==> src/rtl/nn_pkg.sv <==
// Shared types and sizing helpers for the neural-network parameter path.
// Used by the loader, the network datapath and their benches.
package nn_pkg;

    typedef enum logic [2:0] {
        RG_W1    = 3'd0,
        RG_B1    = 3'd1,
        RG_W2    = 3'd2,
        RG_B2    = 3'd3,
        RG_INPUT = 3'd4
    } region_t;

    localparam int DEF_IN_SIZE  = 2;
    localparam int DEF_HIDDEN1  = 64;
    localparam int DEF_OUT_SIZE = 3;
    localparam int DEF_WIDTH    = 18;
    localparam int DEF_BATCH    = 300;

    function automatic int max3(input int a, input int b, input int c);
        int m;
        m = (a > b) ? a : b;
        return (m > c) ? m : c;
    endfunction

    // An index range of n entries never collapses below one bit.
    function automatic int idx_w(input int n);
        return (n > 1) ? $clog2(n) : 1;
    endfunction

    function automatic int word_count(input int i, input int h,
                                      input int o, input int b);
        return h * i + h + o * h + o + b * i;
    endfunction

    localparam int DEF_WORDS =
        word_count(DEF_IN_SIZE, DEF_HIDDEN1, DEF_OUT_SIZE, DEF_BATCH);
    localparam int DEF_ROW_W =
        idx_w(max3(DEF_HIDDEN1, DEF_OUT_SIZE, DEF_BATCH));
    localparam int DEF_COL_W =
        idx_w(max3(DEF_IN_SIZE, DEF_HIDDEN1, 1));

endpackage

==> src/rtl/nn_index_counter.sv <==
// Row-major row/col walker; col runs fastest and the whole counter
// returns to zero after the last element of the region.
module nn_index_counter #(
    parameter int ROW_W = 9,
    parameter int COL_W = 6
) (
    input  logic             clk,
    input  logic             rst_n,
    input  logic             en,
    input  logic             clr,
    input  logic [COL_W:0]   row_len,
    input  logic [ROW_W:0]   row_cnt,
    output logic [ROW_W-1:0] row,
    output logic [COL_W-1:0] col,
    output logic             wrap,
    output logic             last
);

    assign wrap = ({1'b0, col} == row_len - 1'b1);
    assign last = wrap && ({1'b0, row} == row_cnt - 1'b1);

    always_ff @(posedge clk or negedge rst_n) begin
        if (!rst_n) begin
            row <= '0;
            col <= '0;
        end else if (clr) begin
            row <= '0;
            col <= '0;
        end else if (en) begin
            if (last) begin
                row <= '0;
                col <= '0;
            end else if (wrap) begin
                row <= row + 1'b1;
                col <= '0;
            end else begin
                col <= col + 1'b1;
            end
        end
    end

endmodule

==> src/rtl/nn_param_loader.sv <==
// Streams W1, B1, W2, B2 and the input batch into parameter memory,
// one registered write per accepted beat, with framing-error tracking.
module nn_param_loader
    import nn_pkg::*;
#(
    parameter  int IN_SIZE  = DEF_IN_SIZE,
    parameter  int HIDDEN1  = DEF_HIDDEN1,
    parameter  int OUT_SIZE = DEF_OUT_SIZE,
    parameter  int WIDTH    = DEF_WIDTH,
    parameter  int BATCH    = DEF_BATCH,
    localparam int ROW_W    = idx_w(max3(HIDDEN1, OUT_SIZE, BATCH)),
    localparam int COL_W    = idx_w(max3(IN_SIZE, HIDDEN1, 1))
) (
    input  logic                    clk,
    input  logic                    rst_n,
    input  logic                    start,
    input  logic                    abort,
    input  logic                    s_valid,
    output logic                    s_ready,
    input  logic signed [WIDTH-1:0] s_data,
    input  logic                    s_last,
    output logic                    wr_en,
    output logic [2:0]              wr_sel,
    output logic [ROW_W-1:0]        wr_row,
    output logic [COL_W-1:0]        wr_col,
    output logic signed [WIDTH-1:0] wr_data,
    output logic                    busy,
    output logic                    done,
    output logic                    err
);

    typedef enum logic [2:0] {
        IDLE, LD_W1, LD_B1, LD_W2, LD_B2, LD_IN, FINISH
    } state_t;

    localparam logic [COL_W:0] LEN_IN  = (COL_W + 1)'(IN_SIZE);
    localparam logic [COL_W:0] LEN_H   = (COL_W + 1)'(HIDDEN1);
    localparam logic [COL_W:0] LEN_ONE = (COL_W + 1)'(1);
    localparam logic [ROW_W:0] CNT_H   = (ROW_W + 1)'(HIDDEN1);
    localparam logic [ROW_W:0] CNT_O   = (ROW_W + 1)'(OUT_SIZE);
    localparam logic [ROW_W:0] CNT_B   = (ROW_W + 1)'(BATCH);

    state_t           state, state_nxt, ld_nxt;
    region_t          region;
    logic [COL_W:0]   row_len;
    logic [ROW_W:0]   row_cnt;
    logic [ROW_W-1:0] cnt_row;
    logic [COL_W-1:0] cnt_col;
    logic             cnt_wrap, cnt_last;
    logic             ld, xfer, region_end, final_beat, early;

    assign ld         = (state inside {LD_W1, LD_B1, LD_W2, LD_B2, LD_IN});
    assign s_ready    = ld;
    assign busy       = (state != IDLE);
    // Abort wins over a same-cycle beat, which is then dropped.
    assign xfer       = s_valid && ld && !abort;
    assign region_end = cnt_wrap && cnt_last;
    assign final_beat = (state == LD_IN) && region_end;
    assign early      = xfer && s_last && !final_beat;

    nn_index_counter #(
        .ROW_W (ROW_W),
        .COL_W (COL_W)
    ) u_idx (
        .clk     (clk),
        .rst_n   (rst_n),
        .en      (xfer),
        .clr     (!ld || abort),
        .row_len (row_len),
        .row_cnt (row_cnt),
        .row     (cnt_row),
        .col     (cnt_col),
        .wrap    (cnt_wrap),
        .last    (cnt_last)
    );

    always_ff @(posedge clk or negedge rst_n) begin
        if (!rst_n) state <= IDLE;
        else        state <= state_nxt;
    end

    always_comb begin
        state_nxt = state;
        ld_nxt    = state;
        region    = RG_W1;
        row_len   = LEN_IN;
        row_cnt   = CNT_H;
        unique case (state)
            IDLE:   if (start) state_nxt = LD_W1;
            LD_W1:  ld_nxt = LD_B1;
            LD_B1: begin
                region  = RG_B1;
                row_len = LEN_ONE;
                ld_nxt  = LD_W2;
            end
            LD_W2: begin
                region  = RG_W2;
                row_len = LEN_H;
                row_cnt = CNT_O;
                ld_nxt  = LD_B2;
            end
            LD_B2: begin
                region  = RG_B2;
                row_len = LEN_ONE;
                row_cnt = CNT_O;
                ld_nxt  = LD_IN;
            end
            LD_IN: begin
                region  = RG_INPUT;
                row_cnt = CNT_B;
                ld_nxt  = FINISH;
            end
            FINISH: state_nxt = IDLE;
            default: state_nxt = IDLE;
        endcase
        if (ld) begin
            if (abort || early)            state_nxt = IDLE;
            else if (xfer && region_end)   state_nxt = ld_nxt;
        end
    end

    always_ff @(posedge clk or negedge rst_n) begin
        if (!rst_n) begin
            wr_en   <= 1'b0;
            wr_sel  <= '0;
            wr_row  <= '0;
            wr_col  <= '0;
            wr_data <= '0;
            done    <= 1'b0;
            err     <= 1'b0;
        end else begin
            wr_en <= xfer;
            if (xfer) begin
                wr_sel  <= region;
                wr_row  <= cnt_row;
                wr_col  <= cnt_col;
                wr_data <= s_data;
            end
            done <= (state == FINISH);
            // s_last must coincide exactly with the final beat.
            if (state == IDLE && start)         err <= 1'b0;
            else if (xfer && (s_last != final_beat)) err <= 1'b1;
        end
    end

endmodule

==> config.mk <==
export PLATFORM = sky130hd
export DESIGN_NAME = nn_param_loader
export DESIGN_NICKNAME = d
export VERILOG_FILES = /design/src/rtl/nn_pkg.sv /design/src/rtl/nn_index_counter.sv /design/src/rtl/nn_param_loader.sv
export SDC_FILE = /design/constraint.sdc
export NUM_CORES = 1
export LEC_CHECK = 0
export ABC_CLOCK_PERIOD_IN_PS = 3130
export BUFFER_PORTS_ARGS = -buffer_cell sky130_fd_sc_hd__buf_4
export CORE_ASPECT_RATIO = 1.2
export CORE_MARGIN = 4
export CORE_UTILIZATION = 47
export CTS_BUF_LIST = sky130_fd_sc_hd__clkbuf_8
export DETAILED_ROUTE_END_ITERATION = 8
export PLACE_DENSITY = 0.73
export SLEW_MARGIN = 20
export SYNTH_ARGS = -nofsm -noshare
export SYNTH_HDL_FRONTEND = slang
export SYNTH_HIERARCHICAL = 1
export SYNTH_SLANG_ARGS = --single-unit
==> constraint.sdc <==
create_clock -name clk -period 3.13 [get_ports clk]
set_input_delay 0.939 -clock clk [delete_from_list [all_inputs] [get_ports clk]]
set_output_delay 0.939 -clock clk [all_outputs]
set_load 0.01 [all_outputs]
== Yosys cells after proc, flatten, opt, wreduce, memory -nomap -nowiden ==
Index checks and enable logic that the tools add are counted.
Cells by class
  mux-type cells: 19
  equal/unequal tests: 10
  add/subtract/negate cells: 4
  reductions and logical operators: 25
Operator list (number)
  $mux W9: 4
  $mux W6: 4
  $pmux W9 S2: 1
  $pmux W3 S5: 1
  $pmux W7 S2: 1
  $mux W3: 4
  $pmux W3 S4: 1
  $eq A9 B10 Y1: 1
  $logic_and A1 B1 Y1: 10
  $sub A9 B1 Y10 const B: 1
  $add A9 B1 Y9 const B: 1
  $eq A3 B3 Y1 const B: 3
  $ne A8 B8 Y1 const B: 1
  $eq A6 B7 Y1: 1
  $sub A7 B1 Y7 const B: 1
  $add A6 B1 Y6 const B: 1
  $eq A3 B2 Y1 const B: 2
  $pmux W3 S2: 1
  $reduce_bool A3 Y1: 2
  $reduce_bool A5 Y1: 1
  $reduce_or A5 Y1: 1
  $reduce_bool A2 Y1: 2
  $reduce_or A2 Y1: 2
  $eq A3 B1 Y1 const B: 1
  other kinds (6): 10
Word-level totals
  bits in registers: 57
  output and inout bits: 41

== Longest topological paths before layout ==
  depth in word-level cells: 13
  gate-level depth with buffers: 16

== By module ==
Netlist, hierarchy kept.
By module, submodules not included
  nn_param_loader: area each 1774.2 um^2, instances 1, cells each 200, seq. area each 1051.0 um^2
  nn_index_counter: area each 1352.5 um^2, instances 1, cells each 164, seq. area each 375.4 um^2

== Worst setup path before layout ==
OpenSTA, ideal clock, no wires.
  path type: reg2reg
  start: register state[0]
  end: register state[1]
  arrival time: 3.317 ns
  clock period less this slack: 3.389 ns
  setup time: 0.072 ns
  stages on the path, launching flop included: 14
  setup slack: -0.259 ns
  path through: dfrtp_1 -> nand2b_1 -> o22ai_1 -> inv_1 -> ha_1 -> and2b_1 -> or3_1 -> a31oi_1 -> and3_2 -> and4_2 -> nand2_1 -> nor4_1 -> mux2_1 -> nor2_1
Between the ends
  word-level cells in the longest chain between the ends: 13
  elaborated cells between the ends (all ways): 32
Ends and longest elaborated chain
  start, declared: line nn_param_loader.sv:43  | state_t state, state_nxt, ld_nxt;
  start signal, assigned: line nn_param_loader.sv:79  | else state <= state_nxt;
  $eq A3 B2 Y1 or $eq A3 B3 Y1 (tied branches): line nn_param_loader.sv:88  | unique case (state)
  $reduce_or A2 Y1 (no line)
  $pmux W9 S2 *: line nn_param_loader.sv:88
  via row_cnt[0]: line nn_param_loader.sv:46  | logic [ROW_W:0] row_cnt;
  $sub A9 B1 Y10 *: line nn_index_counter.sv:20  | assign last = wrap && ({1'b0, row} == row_cnt - 1'b1);
  $eq A9 B10 Y1 *: line nn_index_counter.sv:20
  $logic_and A1 B1 Y1 *: line nn_index_counter.sv:20
  via cnt_last: line nn_param_loader.sv:49  | logic cnt_wrap, cnt_last;
  $logic_and A1 B1 Y1 *: line nn_param_loader.sv:57  | assign region_end = cnt_wrap && cnt_last;
  $logic_and A1 B1 Y1: line nn_param_loader.sv:58  | assign final_beat = (state == LD_IN) && region_end;
  $logic_not A1 Y1: line nn_param_loader.sv:59  | assign early = xfer && s_last && !final_beat;
  $logic_and A1 B1 Y1: line nn_param_loader.sv:59
  $logic_or A1 B1 Y1: line nn_param_loader.sv:117  | if (abort || early) state_nxt = IDLE;
  $mux W3: line nn_param_loader.sv:117
  $mux W3: line nn_param_loader.sv:116  | if (ld) begin
The timed path passes the listed nets; every way through them passes the cells marked *.
A chain may end at the register's enable or synchronous reset.

== Final worst setup path ==
  start: register state[2]
  end: register state[2]
Same word-level chain as after synthesis.

==> flow_metrics.py <==
metrics = {
    "yosys": {
        "synth-adder-area-share_pct": 1.60,
        "yosysWarnings": 6,
        "synthFlopType": "dfrtp_1",
        "netlist_area_sq_um": 3130,
        "syn_area_per_cell_sq_um": 8.59,
        "yosysTopAreaCell": "dfrtp_1",
        "muxShareOfSynthArea_pct": 1.04,
        "synth.top_cell.area_share_pct": 45.6,
        "synthArstFlopShare_pct": 100,
        "synth_top_family_by_area": "simple AND/OR/NAND/NOR gates",
        "synth_cell_types": 57,
        "ys_seq_area_share_pct": 45.6,
        "synth-simple-area-share_pct": 31.1,
        "synth-seq-cells": 57,
        "synth_cells": 364,
        "synthXorXnorAreaFrac_pct": 6.72,
        "synth-edff-count": 0,
        "synth-compound-area-share_pct": 8.84,
        "synth_area_leaders": "dfrtp_1 (46%), nand2_1 (15%), xnor2_1 (5.3%)",
    },
    "setup_path": {
        "cp.arrival_ns": 3.34,
        "path_class": "reg -> reg",
        "start_kind": "flop",
        "endpoint_kind": "flop",
        "reg2reg_from": "state[2]",
        "cp_max_fo": 5,
        "worstPathRequired_ns": 3.32,
        "critPathLaunch": "state[2]",
        "reg2reg_setup_slack_ns": -0.01,
    },
    "cts": {
        "cts_hold_buffers": 0,
        "clk_pin_slew_ns": 0.07,
        "cts_tree": "built",
        "cts.sink_count": 57,
        "cts_buffer_depth": 2,
        "insertion_delay_ns": 0.33,
        "clock-root-buffer": "clkbuf_8",
        "h-tree-depth": 3,
        "cts_made_buffers": 9,
    },
    "sta": {
        "setup_slack_ns": -0.0141,
        "worst_slew_pin_slew_ns": 0.713,
        "fin_crit_sh_pct": 100,
        "setup_viol": 1,
        "clock-skew-final_ns": 0.0110,
        "hold_viol": 0,
        "slew_headroom_pct": 52.5,
        "fmax_ghz": 0.318,
        "min_period_ns": 3.14,
        "final_max_slew_viol_count": 0,
        "finalSetupTns_ns": -0.0141,
    },
    "drt": {
        "first_iter_violations": 132,
        "wl_mm": 7.54,
        "routed_via_density": 5.04,
        "post_drt_wl_per_cell_microns": 13.5,
        "first_pass_iters": 4,
        "ant_nets": 0,
        "remaining_drc_errors": 0,
        "vias": 2815,
    },
    "global_route": {
        "grt_pass1_wl_mm": 11.9,
        "top_usage_layer": "met2",
        "met1_usage_pct": 23.4,
        "antenna_found_initial": 0,
        "grt.overflow.total": 0,
        "grt_pass1_vias": 2684,
        "use_met2_pct": 31.1,
        "grt_usage_pct": 18.8,
        "grt_max_degree": 58,
        "met3_usage_pct": 5.01,
    },
    "hold_path": {
        "hold_path.class": "reg -> reg",
        "min_from": "wr_sel[0]",
    },
    "power_and_ir_drop": {
        "power_switching_uw": 711,
        "ir_drop_v": 0.000355,
        "pwr-share-seq_pct": 41.6,
        "power.density_nw_per_um2": 541,
        "clkPwrFrac_pct": 29.7,
        "total_power_mw": 2.26,
        "p_comb_share_pct": 28.7,
        "switching_share_pct": 31.5,
        "p_leak_nw": 2.14,
        "intPower_mw": 1.55,
    },
    "die": {
        "pin_count": 65,
        "dieArea_sq_um": 8030,
        "std_cell_rows": 32,
        "core_sq_um": 6450,
        "die_x_microns": 82.5,
        "fp.dieH_microns": 97.4,
        "start_util_pct": 48.5,
    },
    "finish": {
        "register_area_sq_um": 1430,
        "nNetsFinal": 497,
        "drive_gt1_share_pct": 28.7,
        "n_fill_cell": 532,
        "diodes": 0,
        "final_cell_mix": "nand2_1 (121), buf_4 (84), dfrtp_1 (55)",
        "fin_area_sq_um": 4170,
        "multi_input_area_sq_um": 1740,
        "layout_commonest_cell": "nand2_1",
        "area_delta_synth_final_pct": 33.5,
    },
    "run": {
        "cap_violations": 0,
    },
    "place": {
        "gp_congestion": 0.885,
        "dp_hpwl_mm": 5.19,
        "portBuffers": 64,
        "dpl-instance-area_sq_um": 3790,
        "pre_cts_slack_ns": 0.000595,
    },
    "outcome": {
        "violations": "setup timing",
        "outcome": "finished, violations left",
    },
}
stage by stage:
step	hold slack [ns]	utilization [%]	instances
5_1_grt	0.501	64.7	559
3_5_place_dp	0.465	58.8	532
2_1_floorplan	0.437	-	387
3_3_place_gp	0.461	58.8	532
4_1_cts	0.481	62.0	548
6_report	0.475	64.7	559
synth_stat cells, types with 2 or more instances:
cell      count
a22o_1        6
clkbuf_1      6
a21o_1        4
nor2_1       26
and3b_1       5
and2_1        2
nand2_1     123
xor2_1        5
inv_1        10
nor2b_1       6
buf_6         6
o21ai_0       8
a31oi_1       5
dfrtp_1      57
a22oi_1       2
xnor2_1      19
buf_4         2
nand2b_1      2
nor4_1        2
nand3_1       4
or2_2         2
a21oi_1       8
and3_1        3
or3_1         6
ha_1          4
nor3_1       10
routing by layer:
metal  share of wire [%]  vias to the layer above
met5                   0                        -
met4                 1.2                        0
met3                 6.0                        8
met2                  50                       81
met1                  43                     1326
li1                    -                     1400
worst paths after layout:
| check | endpoint | cells after the start |
|---|---|---|
| min in group asynchronous | done | 1 |
| worst max register to register | state[2] | 11 |
| max in group asynchronous | state[1] | 1 |
| worst min-delay path | wr_sel[0] | 2 |
| worst min register to register | wr_sel[0] | 2 |
| worst max-delay path | state[2] | 11 |
final cells by class:
class                   count  share of cell area (%)
well taps                  85                    2.55
clock buffers              10                    3.30
flip-flops and latches     57                    34.2
inverters                  11                    1.02
repair buffers             86                    15.9
clock inverters             6                    1.41
multi-input cells         304                    41.6
critical path, cell delays in order (launching register included):
cell	delay, ns
dfrtp_2	0.47
buf_12	0.15
nand2b_4	0.08
o22ai_4	0.09
or4_4	0.56
xor2_1	0.17
and3_1	0.19
or3_4	0.41
and4_4	0.20
and3_1	0.16
o21ai_0	0.42
a211oi_2	0.09
power groups by stage:
stage / sequential, mW / clock, mW / combinational, mW
2_1_floorplan: 1.01 / 0 / 0.264
5_1_grt: 0.956 / 0.727 / 0.719
6_report: 0.939 / 0.671 / 0.648
3_5_place_dp: 0.950 / 0 / 0.638
3_3_place_gp: 0.945 / 0 / 0.623
4_1_cts: 0.937 / 0.684 / 0.640
state kept, by name, summed over array words and instances, names as in the netlist:
name and count:
wr_data 18, u_idx/row 9, wr_row 9, u_idx/col 6, wr_col 6, state 3, wr_sel 3, done 1
err 1, wr_en 1
kinds of logic (layout without fill, tap and decap cells):
family | count (synthesis) | in the layout
XOR/XNOR | 24 | 24
AND/OR/NAND/NOR | 207 | 207
multiplexers | 3 | 3
buffers and inverters | 27 | 113
other | 1 | 24
adder cells (fa/ha/maj) | 4 | 4
flip-flops | 57 | 57
AO/OA/AOI/OAI | 41 | 42
timing repair:
action	in CTS	in global routing
setup buffers	0	10
gates cloned	0	1
gates resized for setup	3	21
endpoints found under the setup margin	2	14
pin swaps	0	9
Note: power is estimated with default switching activity, not from simulation.
